### src/rtl/pmu_pkg.sv
// Shared definitions for the PMU secure loader: FSM state encoding, command
// opcodes, header field positions and the cipher block type.
package pmu_pkg;

  localparam int unsigned BLOCK_W = 128;
  typedef logic [BLOCK_W-1:0] block_t;

  typedef enum logic [2:0] {
    StIdle,
    StSof,
    StHeader,
    StKey,
    StData,
    StDone,
    StError
  } state_e;

  localparam logic [3:0] OP_KEY_LOAD  = 4'h3;
  localparam logic [3:0] OP_BITSTREAM = 4'h5;

  // Header layout, bit 0 received first.
  localparam int unsigned HDR_OP_LSB  = 0;
  localparam int unsigned HDR_OP_MSB  = 3;
  localparam int unsigned HDR_LEN_LSB = 4;
  localparam int unsigned HDR_LEN_MSB = 19;
  // Length bits below this position are a partial block and are dropped.
  localparam int unsigned BLK_LOG2    = 7;

endpackage

### src/rtl/pmu_cipher.sv
// Block cipher stage for the PMU loader. Captures block and key on start_i
// and presents the result with valid_o exactly AES_LATENCY cycles later.
// Build option PMU_AES_EN: when defined, wraps the AES-128 decrypt core
// (whose own latency must not exceed AES_LATENCY); when undefined, a bypass
// model returns block XOR key.
// Ports: clk, rst (async, active-high), clr_i (abort in-flight operation),
//        start_i, block_i, key_i -> result_o, valid_o (one-cycle pulse).
module pmu_cipher
  import pmu_pkg::*;
#(
  parameter int unsigned AES_LATENCY = 10
) (
  input  logic   clk,
  input  logic   rst,
  input  logic   clr_i,
  input  logic   start_i,
  input  block_t block_i,
  input  block_t key_i,
  output block_t result_o,
  output logic   valid_o
);

  logic [6:0] cnt_q, cnt_d;
  block_t     res_q, res_d;

`ifdef PMU_AES_EN
  block_t core_res;
  logic   core_vld;

  aes128_dec_core u_core (
    .clk_i    (clk),
    .rst_i    (rst),
    .start_i  (start_i),
    .key_i    (key_i),
    .block_i  (block_i),
    .result_o (core_res),
    .valid_o  (core_vld)
  );
`endif

  always_comb begin
    cnt_d = cnt_q;
    if (clr_i) begin
      cnt_d = '0;
    end else if (start_i) begin
      cnt_d = 7'(AES_LATENCY);
    end else if (cnt_q != '0) begin
      cnt_d = cnt_q - 7'd1;
    end
`ifdef PMU_AES_EN
    // Hold the core result until the fixed-latency release point.
    res_d = core_vld ? core_res : res_q;
`else
    res_d = start_i ? (block_i ^ key_i) : res_q;
`endif
  end

  always_ff @(posedge clk or posedge rst) begin
    if (rst) begin
      cnt_q <= '0;
      res_q <= '0;
    end else begin
      cnt_q <= cnt_d;
      res_q <= res_d;
    end
  end

  assign valid_o  = (cnt_q == 7'd1);
  assign result_o = res_q;

endmodule

### src/rtl/pmu_secure_loader.sv
// Programming management unit: parses a serial LSB-first framed stream,
// loads a 128-bit key, passes ciphertext blocks through pmu_cipher and
// shifts plaintext out on tdo. pwr_up_en rises after the final bit leaves.
// Build option PMU_AES_EN selects the real AES core inside pmu_cipher.
// Ports: clk, rst (async, active-high), data_i (serial in), en (session
//        enable) -> pwr_up_en, tdo (serial plaintext, 0 when idle).
module pmu_secure_loader
  import pmu_pkg::*;
#(
  parameter int unsigned HEADER_WIDTH   = 32,
  parameter int unsigned AES_DATA_WIDTH = 128,
  parameter int unsigned AES_LATENCY    = 10
) (
  input  logic clk,
  input  logic rst,
  input  logic data_i,
  input  logic en,
  output logic pwr_up_en,
  output logic tdo
);

  state_e                  state_q, state_d;
  // Holds header bits 0..30; bit 31 is reserved and never stored.
  logic [HEADER_WIDTH-2:0] hdr_q, hdr_d;
  logic [6:0]              bit_cnt_q, bit_cnt_d;
  block_t                  in_q, in_d, key_q, key_d, out_q, out_d;
  logic                    key_valid_q, key_valid_d;
  logic [8:0]              nblk_q, nblk_d, blk_in_q, blk_in_d, blk_out_q, blk_out_d;
  logic [7:0]              rem_q, rem_d;
  logic                    start_q, start_d, pwr_q, pwr_d;

  block_t     cipher_res;
  logic       cipher_vld;
  logic [3:0] hdr_op;
  logic [8:0] hdr_nblk;

  assign hdr_op   = hdr_q[HDR_OP_MSB:HDR_OP_LSB];
  assign hdr_nblk = hdr_q[HDR_LEN_MSB:HDR_LEN_LSB+BLK_LOG2];

  pmu_cipher #(
    .AES_LATENCY (AES_LATENCY)
  ) u_cipher (
    .clk      (clk),
    .rst      (rst),
    .clr_i    (!en),
    .start_i  (start_q),
    .block_i  (in_q),
    .key_i    (key_q),
    .result_o (cipher_res),
    .valid_o  (cipher_vld)
  );

  always_comb begin
    state_d     = state_q;
    hdr_d       = hdr_q;
    bit_cnt_d   = bit_cnt_q;
    in_d        = in_q;
    key_d       = key_q;
    key_valid_d = key_valid_q;
    nblk_d      = nblk_q;
    blk_in_d    = blk_in_q;
    blk_out_d   = blk_out_q;
    out_d       = out_q;
    rem_d       = rem_q;
    start_d     = 1'b0;
    pwr_d       = pwr_q;

    unique case (state_q)
      StIdle: state_d = StSof;
      StSof: begin
        // The first 1 bit is header bit 0 (opcode LSB); pad zeros are skipped.
        if (data_i) begin
          hdr_d     = {1'b1, {(HEADER_WIDTH-2){1'b0}}};
          bit_cnt_d = 7'd1;
          state_d   = StHeader;
        end
      end
      StHeader: begin
        if (bit_cnt_q == 7'(HEADER_WIDTH - 1)) begin
          bit_cnt_d = '0;
          state_d   = StSof;
          if (hdr_nblk != '0) begin
            if (hdr_op == OP_KEY_LOAD) begin
              state_d = StKey;
            end else if (hdr_op == OP_BITSTREAM) begin
              nblk_d    = hdr_nblk;
              blk_in_d  = '0;
              blk_out_d = '0;
              state_d   = key_valid_q ? StData : StError;
            end
          end
        end else begin
          hdr_d     = {data_i, hdr_q[HEADER_WIDTH-2:1]};
          bit_cnt_d = bit_cnt_q + 7'd1;
        end
      end
      StKey: begin
        in_d = {data_i, in_q[BLOCK_W-1:1]};
        if (bit_cnt_q == 7'(AES_DATA_WIDTH - 1)) begin
          key_d       = in_d;
          key_valid_d = 1'b1;
          bit_cnt_d   = '0;
          state_d     = StSof;
        end else begin
          bit_cnt_d = bit_cnt_q + 7'd1;
        end
      end
      StData: begin
        // Input side: stop sampling once every announced block is in.
        if (blk_in_q != nblk_q) begin
          in_d = {data_i, in_q[BLOCK_W-1:1]};
          if (bit_cnt_q == 7'(AES_DATA_WIDTH - 1)) begin
            start_d   = 1'b1;
            blk_in_d  = blk_in_q + 9'd1;
            bit_cnt_d = '0;
          end else begin
            bit_cnt_d = bit_cnt_q + 7'd1;
          end
        end
        // Output side: a new result can land on the same edge the previous
        // block's last bit retires, so retire and load are independent.
        if (rem_q == 8'd1) begin
          blk_out_d = blk_out_q + 9'd1;
          if (blk_out_q == nblk_q - 9'd1) begin
            state_d = StDone;
            pwr_d   = 1'b1;
          end
        end
        if (cipher_vld) begin
          out_d = cipher_res;
          rem_d = 8'(AES_DATA_WIDTH);
        end else if (rem_q != '0) begin
          out_d = {1'b0, out_q[BLOCK_W-1:1]};
          rem_d = rem_q - 8'd1;
        end
      end
      StDone, StError: begin
        state_d = state_q;
      end
      default: state_d = StIdle;
    endcase

    // Session abort: key material survives, everything else is cleared.
    if (!en) begin
      state_d   = StIdle;
      bit_cnt_d = '0;
      nblk_d    = '0;
      blk_in_d  = '0;
      blk_out_d = '0;
      out_d     = '0;
      rem_d     = '0;
      start_d   = 1'b0;
      pwr_d     = 1'b0;
    end
  end

  always_ff @(posedge clk or posedge rst) begin
    if (rst) begin
      state_q     <= StIdle;
      hdr_q       <= '0;
      bit_cnt_q   <= '0;
      in_q        <= '0;
      key_q       <= '0;
      key_valid_q <= 1'b0;
      nblk_q      <= '0;
      blk_in_q    <= '0;
      blk_out_q   <= '0;
      out_q       <= '0;
      rem_q       <= '0;
      start_q     <= 1'b0;
      pwr_q       <= 1'b0;
    end else begin
      state_q     <= state_d;
      hdr_q       <= hdr_d;
      bit_cnt_q   <= bit_cnt_d;
      in_q        <= in_d;
      key_q       <= key_d;
      key_valid_q <= key_valid_d;
      nblk_q      <= nblk_d;
      blk_in_q    <= blk_in_d;
      blk_out_q   <= blk_out_d;
      out_q       <= out_d;
      rem_q       <= rem_d;
      start_q     <= start_d;
      pwr_q       <= pwr_d;
    end
  end

  assign pwr_up_en = pwr_q;
  assign tdo       = (rem_q != '0) & out_q[0];

endmodule

### config.mk
export PLATFORM = sky130hd
export DESIGN_NAME = pmu_secure_loader
export DESIGN_NICKNAME = d
export VERILOG_FILES = /design/src/rtl/pmu_pkg.sv /design/src/rtl/pmu_cipher.sv /design/src/rtl/pmu_secure_loader.sv
export SDC_FILE = /design/constraint.sdc
export NUM_CORES = 1
export LEC_CHECK = 0
export ABC_AREA = 0
export CAP_MARGIN = 10
export CORE_ASPECT_RATIO = 1.2
export CORE_UTILIZATION = 60
export CTS_BUF_LIST = sky130_fd_sc_hd__clkbuf_16
export DETAILED_ROUTE_END_ITERATION = 12
export PLACE_DENSITY_LB_ADDON = 0.12
export RECOVER_POWER = 100
export REMOVE_ABC_BUFFERS = 1
export SLEW_MARGIN = 20
export SYNTH_ARGS = -nofsm -noshare
export SYNTH_HDL_FRONTEND = slang
export SYNTH_HIERARCHICAL = 1
export SYNTH_SLANG_ARGS = --single-unit
### constraint.sdc
create_clock -name clk -period 39.9 [get_ports clk]
set_input_delay 7.98 -clock clk [delete_from_list [all_inputs] [get_ports clk]]
set_output_delay 7.98 -clock clk [all_outputs]
set_load 0.01 [all_outputs]
==> impl_summary.txt <==
----------------------------------------------------
[Detailed routing]
  DRT iter0 DRCs ... 880
  WL/cell ... 17.3 microns
  Vias ... 15900
  1st-pass router iterations ... 5
  Detailed Route WL ... 47400 microns
  Number of nets still failing antenna checks after routing ... 0
  Mean number of vias per cell ... 5.82
  Remaining DRCs ... 0

[Setup path]
  Worst endpoint data arrival time ... 20.05 ns
  Source of the worst register-to-register timing path ... bit_cnt_q[0]
  Data required time of the worst path ... 39.72 ns
  CP Launch Type ... primary input
  Crit path kind ... primary input to asynchronous set/reset pin
  Worst Path Max Fanout ... 106
  Type of element capturing the critical path ... asynchronous set/reset pin
  Critical Path Source ... rst
  Endpoint of the worst register-to-register path ... key_q[22]
  Worst setup path endpoint ... out_q[42]
  R2R depth ... 7
  Setup slack, reg-to-reg ... 31.89 ns

[Clocking]
  Worst-skew pair later-pin latency ... 0.61 ns
  Number of sinks driven by the clock tree ... 598
  Clock buffers created by TritonCTS ... 58
  Clock edge transition at the registers on the reported setup and hold paths ... 0.06 ns
  Buffers inserted by post-CTS timing repair ... 0
  Number of levels in the clock H-tree ... 2
  Maximum clock insertion buffer count ... 3
  Clock tree from TritonCTS ... done
  CTS resizes ... 0
  CTS root buffer ... sky130_fd_sc_hd__clkbuf_16
  Hold-fix buffers at CTS ... 0

[Cells and area]
  P&R area growth vs syn ... 7.60%
  Layout cells sized above 1 ... 16.1%
  Total area of sequential cells ... 15000 sq um
  Total Nets Final ... 2152
  Total non-filler cell area in the finished layout ... 28000 sq um
  Layout fillers ... 3305
  Antenna Cells ... 0
  Multi-input gate area ... 10300 sq um

[Place]
  Placed inst area ... 26300 sq um
  RD Place Congestion ... 0.833
  Detailed Place HPWL ... 25900 microns
  Input/output buffers ... 5

[Floorplan]
  Boundary pin count ... 6
  Placeable Area ... 42800 sq um
  Initial Util ... 60.8%
  Floorplan row count ... 83
  Height of the die ... 230 microns
  Horizontal extent of the die ... 192 microns
  Die ar. ... 44200 sq um

[Min path]
  Hold crit path type ... flip-flop to flip-flop

[Synthesis]
  Async set or reset register ratio after synthesis ... 100%
  Mux cell area share after synthesis ... 16.1%
  Avg Inst Size Synth ... 11.8 sq um
  Gate Count Post-Synth ... 2207
  Portion of synthesized cell area occupied by the leading cell type ... 57.5%
  Unique cell type count in the Yosys netlist ... 70
  Fraction of synthesized cell area in xor and xnor cells ... 5.18%
  Compound-Gate Fraction of Synth Area ... 9.88%
  Simple logic cell fraction of the synthesized area ... 8.08%
  Number of enable-type register cells in the synthesized netlist ... 0
  Synth top cells by count ... sky130_fd_sc_hd__dfrtp_1, sky130_fd_sc_hd__nor2_1, sky130_fd_sc_hd__mux2_2
  Synthesized area ... 26000 sq um
  Library cell occupying the most area in the post-synthesis netlist ... sky130_fd_sc_hd__dfrtp_1
  Total number of yosys warnings ... 6
  Top cells by area, synth ... sky130_fd_sc_hd__dfrtp_1, sky130_fd_sc_hd__mux2_2, sky130_fd_sc_hd__mux2i_1
  Fraction of the yosys area taken by sequential cells ... 57.5%
  Dominant combinational cell family by area after synthesis ... multiplexers
  Leading cell type by number of instances after synthesis ... sky130_fd_sc_hd__dfrtp_1
  Post-synthesis share of cell area spent on full adders, half adders and majority gates ... 0.385%
  Total of flip-flops plus latches after synthesis ... 598
  Top_reg_cell synth ... sky130_fd_sc_hd__dfrtp_1

[Timing]
  RSZ-0062 raised after global routing ... false
  Setup total negative slack ... 0 ns
  Worst-margin pin slew ... 4.79 ns
  Final Setup Violations ... 0
  Achievable clock frequency ... 49.4 MHz
  Final Hold Viols ... 0
  Period utilization ... 50.7%
  Worst setup skew after layout ... 0.00866 ns
  Slew Viols, Final ... 1344
  Worst relative slew slack ... -220%
  Min Clock Period, post-route ... 20.23 ns

[Run status]
  Violated checks ... capacitance limit, slew limit
  Result of the run ... finished, violations left

[GRT]
  Via count of the first global-routing pass ... 16400
  Largest net degree at the start of global routing ... 133
  First-pass GRT wire length ... 81600 microns
  Initial antenna violation count ... 0
  Total congestion overflow after global routing ... 0
  Overall fraction of global-route tracks in use ... 22.6%

[Power and ir drop]
  P per Cell Area ... 45.3 nW/um^2
  Maximum vdd drop ... 0.123 mV
  Leakage power of the design ... 12.4 nW

[Job]
  Max_cap viols ... 18

----------------------------------------------------
## critical path: stages
cell and delay (ns):
sky130_fd_sc_hd__dlygate4sd3_1 0.59, sky130_fd_sc_hd__clkinvlp_2 2.64, sky130_fd_sc_hd__clkbuf_1 2.98, sky130_fd_sc_hd__clkbuf_1 2.81, sky130_fd_sc_hd__clkbuf_1 2.90
## flip-flops by register name (all words and copies together) (netlist names)
signal	count
blk_out_q	9
u_cipher/cnt_q	7
in_q	128
start_q	1
pwr_up_en	1
u_cipher/result_o	128
key_valid_q	1
out_q	128
rem_q	8
nblk_q	9
key_q	128
state_q	3
blk_in_q	9
hdr_q	31
bit_cnt_q	7
## stage by stage
| stage | instances | total power, mW | hold slack [ns] | setup slack [ns] | utilization, % |
|---|---|---|---|---|---|
| 2_1_floorplan | 2058 | 0.777 | 0.441 | 19.01 | - |
| 3_3_place_gp | 2632 | 0.751 | 0.455 | 27.84 | 61.4 |
| 3_5_place_dp | 2632 | 0.753 | 0.460 | 27.78 | 61.4 |
| 4_1_cts | 2740 | 1.28 | 0.476 | 28.45 | 65.7 |
| 5_1_grt | 2740 | 1.32 | 0.492 | 16.85 | 65.4 |
| 6_report | 2740 | 1.27 | 0.469 | 19.67 | 65.4 |
## layout by cell type, fill, tap and decap left out, types with 9 or more instances in the layout
cell type                     n
sky130_fd_sc_hd__nor2_1     288
sky130_fd_sc_hd__nand3_1     16
sky130_fd_sc_hd__xor2_1      14
sky130_fd_sc_hd__o21ai_0     63
sky130_fd_sc_hd__nor3_1      13
sky130_fd_sc_hd__inv_1       29
sky130_fd_sc_hd__clkbuf_16   59
sky130_fd_sc_hd__a22o_1      10
sky130_fd_sc_hd__o31ai_1     10
sky130_fd_sc_hd__a21oi_1    148
sky130_fd_sc_hd__mux2i_1    129
sky130_fd_sc_hd__mux2_2     255
sky130_fd_sc_hd__clkbuf_1    13
sky130_fd_sc_hd__dfrtp_1    598
sky130_fd_sc_hd__nand4_1     10
sky130_fd_sc_hd__xnor2_1    140
sky130_fd_sc_hd__a31oi_1     11
sky130_fd_sc_hd__clkinv_2     9
sky130_fd_sc_hd__a211oi_1   129
sky130_fd_sc_hd__clkinv_1    20
sky130_fd_sc_hd__nand2_1     96
## metal layers
layer | up-vias | routed length (microns) | GRT usage [%]
met5 | - | 0 | 0
li1 | 7611 | - | -
met1 | 8049 | 21400 | 30.0
met4 | 0 | 972 | 6.72
met3 | 73 | 1470 | 3.66
met2 | 201 | 23600 | 38.2
## worst min path at each step
stage	start	endpoint	slack, ns	cells past startpoint
after floorplan	key_valid_q	key_valid_q	0.44	1
after global placement	key_valid_q	key_valid_q	0.45	1
after detailed placement	key_valid_q	key_valid_q	0.46	1
after CTS	key_valid_q	key_valid_q	0.48	1
after global routing	key_valid_q	key_valid_q	0.49	1
final	key_valid_q	key_valid_q	0.47	1
## power breakdown
| part | total, mW | switching (mW) | internal (mW) |
|---|---|---|---|
| Clock | 0.530 | 0.231 | 0.299 |
| Sequential | 0.622 | 0.00810 | 0.613 |
| Combinational | 0.118 | 0.0732 | 0.0447 |
| Total | 1.27 | 0.312 | 0.957 |
## logic make-up (layout without fill, tap and decap cells)
group | Yosys count | after routing
buf+inv | 172 | 153
flops | 598 | 598
fa+ha+maj | 8 | 8
compound gates | 407 | 407
xor+xnor | 154 | 154
simple gates | 482 | 482
mux | 386 | 386
## layout make-up
| class | instances | area share [%] |
|---|---|---|
| repair buffers | 22 | 0.505 |
| clock inverters | 49 | 1.24 |
| multi-input cells | 1437 | 36.8 |
| inverters | 23 | 0.322 |
| clock buffers | 59 | 5.27 |
| flip-flops and latches | 598 | 53.4 |
| well taps | 552 | 2.47 |
Power figures use the tool's default switching activity.
